==> src/rtl/gpio_pin_agent.sv <==
`default_nettype none
// +--------------------------------------------------------------------------+
// | gpio_pin_agent: pin-level partner of the parity-protected GPIO port.     |
// | Revision: 1.0                                                            |
// +--------------------------------------------------------------------------+
module gpio_pin_agent #(
  parameter int DEPTH         = 4,
  parameter int STABLE_CYCLES = 2,
  parameter int HOLD_CYCLES   = 4
) (
  input  logic        clk,
  input  logic        reset,
  input  logic [16:0] gpio_out,
  output logic [16:0] gpio_in,
  input  logic        parity_sel,
  input  logic        tx_valid,
  output logic        tx_ready,
  input  logic [15:0] tx_data,
  input  logic        tx_inject_err,
  output logic        rx_valid,
  input  logic        rx_ready,
  output logic [15:0] rx_data,
  output logic        rx_perr,
  output logic        rx_overflow,
  output logic [7:0]  perr_count,
  input  logic        clr
);

  localparam int AW = $clog2(DEPTH);
  localparam int CW = (STABLE_CYCLES > 1) ? $clog2(STABLE_CYCLES) : 1;
  localparam int HW = (HOLD_CYCLES > 1) ? $clog2(HOLD_CYCLES) : 1;
  localparam logic [CW-1:0] c_cnt_max  = CW'(STABLE_CYCLES - 1);
  localparam logic [HW-1:0] c_hold_max = HW'(HOLD_CYCLES - 1);
  localparam logic [AW:0]   c_depth    = (AW + 1)'(DEPTH);

  typedef enum logic [0:0] {IDLE = 1'b0, HOLD = 1'b1} tx_state_e;

  function automatic logic par_bit(input logic [15:0] d, input logic odd);
    return odd ? ~^d : ^d;
  endfunction

  tx_state_e      tx_state_q, tx_state_d;
  logic [HW-1:0]  hold_cnt_q, hold_cnt_d;
  logic [16:0]    gpio_in_q, gpio_in_d;
  logic           tx_ready_q, tx_ready_d;

  logic [16:0]    s_q, s_d;
  logic [CW-1:0]  cnt_q, cnt_d;
  logic [16:0]    last_q, last_d;
  logic [16:0]    mem_q [DEPTH];
  logic [16:0]    mem_d [DEPTH];
  logic [AW-1:0]  wr_q, wr_d, rd_q, rd_d;
  logic [AW:0]    count_q, count_d;
  logic           ovf_q, ovf_d;
  logic [7:0]     perr_cnt_q, perr_cnt_d;

  logic           push, perr, pop, store, full;
  logic [16:0]    head;

  always_comb begin
    tx_state_d = tx_state_q;
    hold_cnt_d = hold_cnt_q;
    gpio_in_d  = gpio_in_q;
    tx_ready_d = tx_ready_q;
    case (tx_state_q)
      IDLE: begin
        if (tx_valid) begin
          gpio_in_d  = {par_bit(tx_data, parity_sel) ^ tx_inject_err, tx_data};
          tx_state_d = HOLD;
          hold_cnt_d = c_hold_max;
          tx_ready_d = 1'b0;
        end
      end
      HOLD: begin
        if (hold_cnt_q == '0) begin
          tx_state_d = IDLE;
          tx_ready_d = 1'b1;
        end else begin
          hold_cnt_d = hold_cnt_q - 1'b1;
        end
      end
      default: begin
        tx_state_d = IDLE;
        tx_ready_d = 1'b1;
      end
    endcase
  end

  // A word becomes a push candidate once its sample has been seen STABLE_CYCLES times.
  always_comb begin
    s_d    = gpio_out;
    if (gpio_out != s_q)
      cnt_d = '0;
    else if (cnt_q == c_cnt_max)
      cnt_d = cnt_q;
    else
      cnt_d = cnt_q + 1'b1;
    push   = (cnt_q == c_cnt_max) && (s_q != last_q);
    perr   = s_q[16] != par_bit(s_q[15:0], parity_sel);
    last_d = push ? s_q : last_q;
  end

  always_comb begin
    full    = (count_q == c_depth);
    pop     = rx_valid && rx_ready;
    store   = push && (!full || pop);
    mem_d   = mem_q;
    wr_d    = wr_q;
    rd_d    = rd_q;
    count_d = count_q;
    if (store) begin
      mem_d[wr_q] = {perr, s_q[15:0]};
      wr_d        = wr_q + 1'b1;
    end
    if (pop)
      rd_d = rd_q + 1'b1;
    case ({store, pop})
      2'b10:   count_d = count_q + 1'b1;
      2'b01:   count_d = count_q - 1'b1;
      default: count_d = count_q;
    endcase

    if (clr)
      ovf_d = 1'b0;
    else if (push && full && !pop)
      ovf_d = 1'b1;
    else
      ovf_d = ovf_q;

    if (clr)
      perr_cnt_d = '0;
    else if (push && perr && (perr_cnt_q != 8'hFF))
      perr_cnt_d = perr_cnt_q + 1'b1;
    else
      perr_cnt_d = perr_cnt_q;
  end

  always_ff @(posedge clk) begin
    if (reset) begin
      tx_state_q <= IDLE;
      hold_cnt_q <= '0;
      gpio_in_q  <= '0;
      tx_ready_q <= 1'b1;
      s_q        <= '0;
      cnt_q      <= '0;
      last_q     <= '0;
      for (int i = 0; i < DEPTH; i++) mem_q[i] <= '0;
      wr_q       <= '0;
      rd_q       <= '0;
      count_q    <= '0;
      ovf_q      <= 1'b0;
      perr_cnt_q <= '0;
    end else begin
      tx_state_q <= tx_state_d;
      hold_cnt_q <= hold_cnt_d;
      gpio_in_q  <= gpio_in_d;
      tx_ready_q <= tx_ready_d;
      s_q        <= s_d;
      cnt_q      <= cnt_d;
      last_q     <= last_d;
      mem_q      <= mem_d;
      wr_q       <= wr_d;
      rd_q       <= rd_d;
      count_q    <= count_d;
      ovf_q      <= ovf_d;
      perr_cnt_q <= perr_cnt_d;
    end
  end

  assign head        = mem_q[rd_q];
  assign gpio_in     = gpio_in_q;
  assign tx_ready    = tx_ready_q;
  assign rx_valid    = (count_q != '0);
  assign rx_data     = rx_valid ? head[15:0] : 16'h0000;
  assign rx_perr     = rx_valid ? head[16] : 1'b0;
  assign rx_overflow = ovf_q;
  assign perr_count  = perr_cnt_q;

endmodule
`default_nettype wire

==> config.mk <==
export PLATFORM = sky130hd
export DESIGN_NAME = gpio_pin_agent
export DESIGN_NICKNAME = d
export VERILOG_FILES = /design/src/rtl/gpio_pin_agent.sv
export SDC_FILE = /design/constraint.sdc
export NUM_CORES = 1
export LEC_CHECK = 0
export BUFFER_PORTS_ARGS = -buffer_cell sky130_fd_sc_hd__buf_2
export CORE_AREA = 4 4 139 168
export CTS_CLUSTER_DIAMETER = 150
export DETAILED_ROUTE_END_ITERATION = 6
export DIE_AREA = 0 0 143 172
export PLACE_DENSITY = 0.55
export SLEW_MARGIN = 5
export SYNTH_ARGS = -nofsm -noshare
export SYNTH_HDL_FRONTEND = slang
export SYNTH_SLANG_ARGS = --single-unit
==> constraint.sdc <==
create_clock -name clk -period 5.02 [get_ports clk]
set_input_delay 1.004 -clock clk [delete_from_list [all_inputs] [get_ports clk]]
set_output_delay 1.004 -clock clk [all_outputs]
set_load 0.01 [all_outputs]
After elaboration in Yosys (flattened, before gate mapping) --
Cells that the tools add are included.
Word-level totals: bits in registers 140, input bits 40, output and inout bits 45, word-level logic and storage cells 84
Cells by class: add/subtract/negate cells 7, order comparisons 3, equality and inequality tests 10, mux-type cells 21, bitwise gates (word level) 4, reductions and logical operators 23
Operator list (number):
- 68-bit bitwise mux | 1
- 17-bit two-way mux | 3
- 17-bit binary-select mux with 2-bit select | 1
- 17-bit demux with 2-bit select | 1
- 17-bit inequality test | 2
- 16-bit XNOR reduction | 2
- 16-bit XOR reduction | 2
- 16-bit two-way mux | 1
- 8-bit by 1-bit adder with 8-bit output (second input constant) | 1
- 1-bit logical AND | 8
- 1-bit two-way mux | 8
- 8-bit inequality test (second input constant) | 1
- 3-bit >= comparator (second input constant) | 2
- 2-bit NOT with 3-bit output | 2
- 3-bit case mux with 2 select lines | 1
- 2-bit AND reduction | 3
- 2-bit by 1-bit adder with 2-bit output (second input constant) | 2
- 2-bit two-way mux | 2
- 2-bit inequality test (second input constant) | 2
- 1-bit case mux with 2 select lines | 2
- 2-bit case mux with 2 select lines | 1
- 2-bit OR reduction | 2
- 3-bit by 1-bit adder with 3-bit output (second input constant) | 1
- 3-bit equality test (second input constant) | 1
- other kinds (15) | 16

Depth between registers and ports, before layout --
depth in word-level cells 6, mapped depth 13

Worst setup path after synthesis --
OpenSTA, ideal clock, no wires.
path kind input port to flip-flop, start input rx_ready, end register count_q[2], setup time 0.070 ns, arrival time 2.990 ns, required time 4.950 ns, setup slack 1.960 ns, cell stages on the path 9, path buffers 1, cell sequence or4b_2 > clkbuf_1 > nand2_1 > ha_1 > inv_1 > fa_1 > xor2_1 > or3_1 > a21oi_1
Between the ends: word-level cells in the longest chain between the ends 5, elaborated cells on any way between the ends 7, classes of those cells 2 x eq/ne; 1 x mux; 4 x reduce/logical
RTL lines:
- start: declaration | line 21 | input logic rx_ready,
- 1-bit logical AND * | line 105 | pop = rx_valid && rx_ready;
- 1-bit logical OR | line 106 | store = push && (!full || pop);
- 1-bit logical AND | line 106
- 2-bit by 1-bit equality test with 1-bit output / 2-bit equality test (equally long branches) | line 117 | case ({store, pop})
- 3-bit case mux with 2 select lines / 2-bit nonzero test (equally long branches)
- end signal: assignment | line 164 | count_q <= count_d;
- end: declaration | line 53 | logic [AW:0] count_q, count_d;
Every way passes the cells marked *; elsewhere a longest branch is shown, timed or not. A chain may end at the register's enable or synchronous reset.

Worst setup path after layout --
start register rd_q[1], end output rx_data[1]
Between the ends: word-level cells in the longest chain between the ends 5
RTL lines:
- start: declaration | line 52 | logic [AW-1:0] wr_q, wr_d, rd_q, rd_d;
- start signal: assignment | line 163 | rd_q <= rd_d;
- 2-bit NOT with 3-bit output (implied by the code) | line 170 | assign head = mem_q[rd_q];
- 17-bit binary-select mux with 2-bit select | line 170
- 17-bit two-way mux (implied by the code) (2 in a row) | line 170
- 16-bit two-way mux | line 174 | assign rx_data = rx_valid ? head[15:0] : 16'h0000;
- end: declaration | line 22 | output logic [15:0] rx_data,
Every way passes these cells. The select of a mux whose other input is x is not followed.

==> reports/results.tsv <==
stage	metric	value	unit
outcome	outcome	finished clean	
floorplanning	std cell rows	59	
synth	largest area contributor in the netlist	dfxtp_1	
worst_setup_path	CP Max Fanout	18	
synth	synthesis-stage register bit count	140	
sta	Achievable Freq	292.8	MHz
cts	Setup Fix Bufs, Post-CTS	0	
floorplanning	core area	21630	sq um
drt	Starting DRT DRC Count	198	
worst_setup_path	crit start category	flop	
cts	H-tree levels	4	
min_path	Hold Crit Class	reg -> reg	
sta	Tmin final	3415	ps
cells_and_area	Nets	763	
synth	ys flop type	dfxtp_1	
synth	sequential cell area fraction in the yosys report	0.4341	
cts	post-CTS resize count	0	
synth	asr flop ratio synth	0	
drt	Routed WL	15330	um
drt	DR WL/cell	15.30	um
cells_and_area	Syn-to-layout area delta	17.56	%
worst_setup_path	Setup Crit Path Kind	reg -> out	
drt	vias	4606	
sta	Layout Skew	7.782	ps
sta	total negative slack	0	ps
drt	drt first pass iters	4	
sta	Worst-Margin Slew	1111	ps
cells_and_area	register area	2803	sq um
cells_and_area	diode count	0	
grt	largest net degree at the start of global routing	83	
drt	post-route ant nets	0	
cells_and_area	Multi-input gate area	3328	sq um
drt	DRC Markers	0	
synth	largest cells by area after synthesis	dfxtp_1 43%, mux2i_1 12%, mux4_2 5.9%, xnor2_1 4.9%, nor2_1 4.8%	
sta	Max Slew Vio Count	0	
floorplanning	die width	143	um
cts	CTS Buf Count	17	
synth	Yosys warning total	0	
placed_design	PortBufs	84	
cts	Max Buffers Root-to-Sink	2	
synth	Net Count, Synth	706	
cts	CTS tree	built	
grt	total congestion overflow	0	
floorplanning	overall die height	172	um
grt	vias in the first global route	4528	
grt	initial antenna violation count	0	
worst_setup_path	arrival time at the worst endpoint	2410	ps
synth	Yosys cell types	43	
sta	RSZ-0062 raised after global routing	no	
worst_setup_path	Crit. End Element	primary output	
pwr	Power Density	350.5	nW/um^2
cts	hold buffers post-CTS	0	
floorplanning	Initial Util	0.2985	
synth	Post-Syn Area	6456	sq um
sta	Tcrit/Tclk final	0.6802	
cts	clk slew on worst S/H paths	60	ps
placed_design	Final GP Congestion	0.7590	
synth	syn_area_per_cell	9.812	sq um
placed_design	pre-CTS WS	1640	ps
synth	top cell type's share of synthesized area	0.4341	
job	max-cap violations	0	
synth	Synth Instances	658	
cts	Sink Count	140	
pwr	maximum VDD drop	0.2454	mV
sta	Setup-failing EPs final	0	
cts	worst skew pair latency	410	ps
synth	EDFF count, synth	0	
floorplanning	IO Count	85	
cells_and_area	Fill cells	2193	
cts	Root Buffer	clkbuf_16	
pwr	LEAKAGE	0.003484	uW
grt	GRT Total Usage	0.1278	
sta	Final Hold Fails	0	
placed_design	dpl hpwl	10250	um
drt	drt via density	4.597	
sta	Final WS setup	1605	ps
sta	relative slew slack	0.2581	
grt	first-pass GRT wire length	24350	um
cells_and_area	share of post-route cells with drive strength above 1	0.2060	
floorplanning	Die ar.	24600	sq um
worst_setup_path	CP Data Required Time	4020	ps
-- worst max-delay path, cell delays in order, from the launching register on --
cell	delay, ps
dfxtp_1	1050
mux4_2	640
and2_1	170
buf_2	130
-- placed cells by master (no fill, tap or decap), types with 18 or more instances in the layout --
master,netlist,routed
and2_1,18,18
buf_2,14,83
xor2_1,35,35
xnor2_1,36,36
nor2b_1,18,18
dfxtp_1,140,140
mux2i_1,75,75
nand2_1,61,61
a21oi_1,33,33
nor2_1,83,83
-- cells by family after synthesis --
| logic type | after synthesis | synth area share |
|---|---|---|
| AOI/OAI and AO/OA | 60 | 0.05523 |
| xor gates and xnor gates | 73 | 0.1035 |
| adders and majority gates | 8 | 0.01667 |
| buffers and inverters | 63 | 0.05271 |
| DFF | 140 | 0.4341 |
| muxes | 93 | 0.1773 |
| and+or+nand+nor | 221 | 0.1605 |
-- through the flow --
step	utilization	power, uW	area, sq um	hold slack (ps)	cells
floorplan	-	1369	6456	447.8	658
global placement	0.3234	1439	6994	440.9	970
detailed placement	0.3234	1441	6994	446.2	970
CTS	0.3509	2700	7590	454.8	1002
global route	0.3509	2774	7590	478.0	1002
finish	0.3509	2661	7590	453.0	1002
-- flip-flops by register name (all words and copies together), names as in the netlist --
signal,flops
tx_state_q,1
hold_cnt_q,2
count_q,3
mem_q,68
tx_ready,1
rx_overflow,1
rd_q,2
cnt_q,1
perr_count,8
s_q,17
gpio_in,17
wr_q,2
last_q,17
-- where the power goes --
part / internal [uW] / switching (uW) / total (uW)
logic: 106 / 147 / 253
registers: 1130 / 27.8 / 1160
clock network: 781 / 467 / 1250
-- layer usage --
layer	vias to the layer above	global-route usage	wire length, um
li1	2330	-	-
met1	2177	0.1582	6966
met2	81	0.2159	7487
met3	18	0.03209	607
met4	0	0.04589	270
met5	-	0	0
-- Yosys cell counts (2+ instances only) --
| library cell | n |
|---|---|
| o31ai_1 | 3 |
| buf_1 | 2 |
| nor3_1 | 2 |
| o21a_1 | 2 |
| nor2b_1 | 18 |
| buf_6 | 2 |
| or3_1 | 4 |
| o21ai_0 | 3 |
| mux2i_1 | 75 |
| buf_2 | 14 |
| dfxtp_1 | 140 |
| xnor2_1 | 36 |
| nor4_1 | 9 |
| and2_1 | 18 |
| and3_1 | 8 |
| nor2_1 | 83 |
| a211oi_1 | 3 |
| a21boi_1 | 4 |
| xor2_1 | 35 |
| nand2_1 | 61 |
| o311ai_0 | 2 |
| ha_1 | 7 |
| or4_1 | 4 |
| clkbuf_1 | 26 |
| mux4_2 | 17 |
| o21ai_1 | 4 |
| nand2b_1 | 2 |
| o41ai_1 | 3 |
| nand3_1 | 6 |
| buf_8 | 4 |
| inv_1 | 8 |
| buf_4 | 7 |
| nand4_1 | 4 |
| a21oi_1 | 33 |
-- final timing paths --
| kind | from | endpoint | slack, ps | depth (start not counted) |
|---|---|---|---|---|
| hold / removal | gpio_in[4]$_SDFFE_PP0P_ | gpio_in[4]$_SDFFE_PP0P_ | 450 | 2 |
| setup / recovery | rd_q[1]$_SDFFE_PP0P_ | rx_data[1] | 1610 | 3 |
| hold reg to reg | gpio_in[4]$_SDFFE_PP0P_ | gpio_in[4]$_SDFFE_PP0P_ | 450 | 2 |
| setup reg to reg | s_q[6]$_SDFF_PP0_ | count_q[2]$_SDFFE_PP0P_ | 1680 | 11 |
-- final cells by class --
| type | instances | area share |
|---|---|---|
| sequential | 140 | 0.3693 |
| timing repair buffer | 93 | 0.06462 |
| clock buffer | 21 | 0.06330 |
| tap | 274 | 0.04517 |
| multi-input combinational | 455 | 0.4385 |
| clock inverter | 11 | 0.01517 |
| inverter | 8 | 0.003956 |
Power figures use the tool's default switching activity.
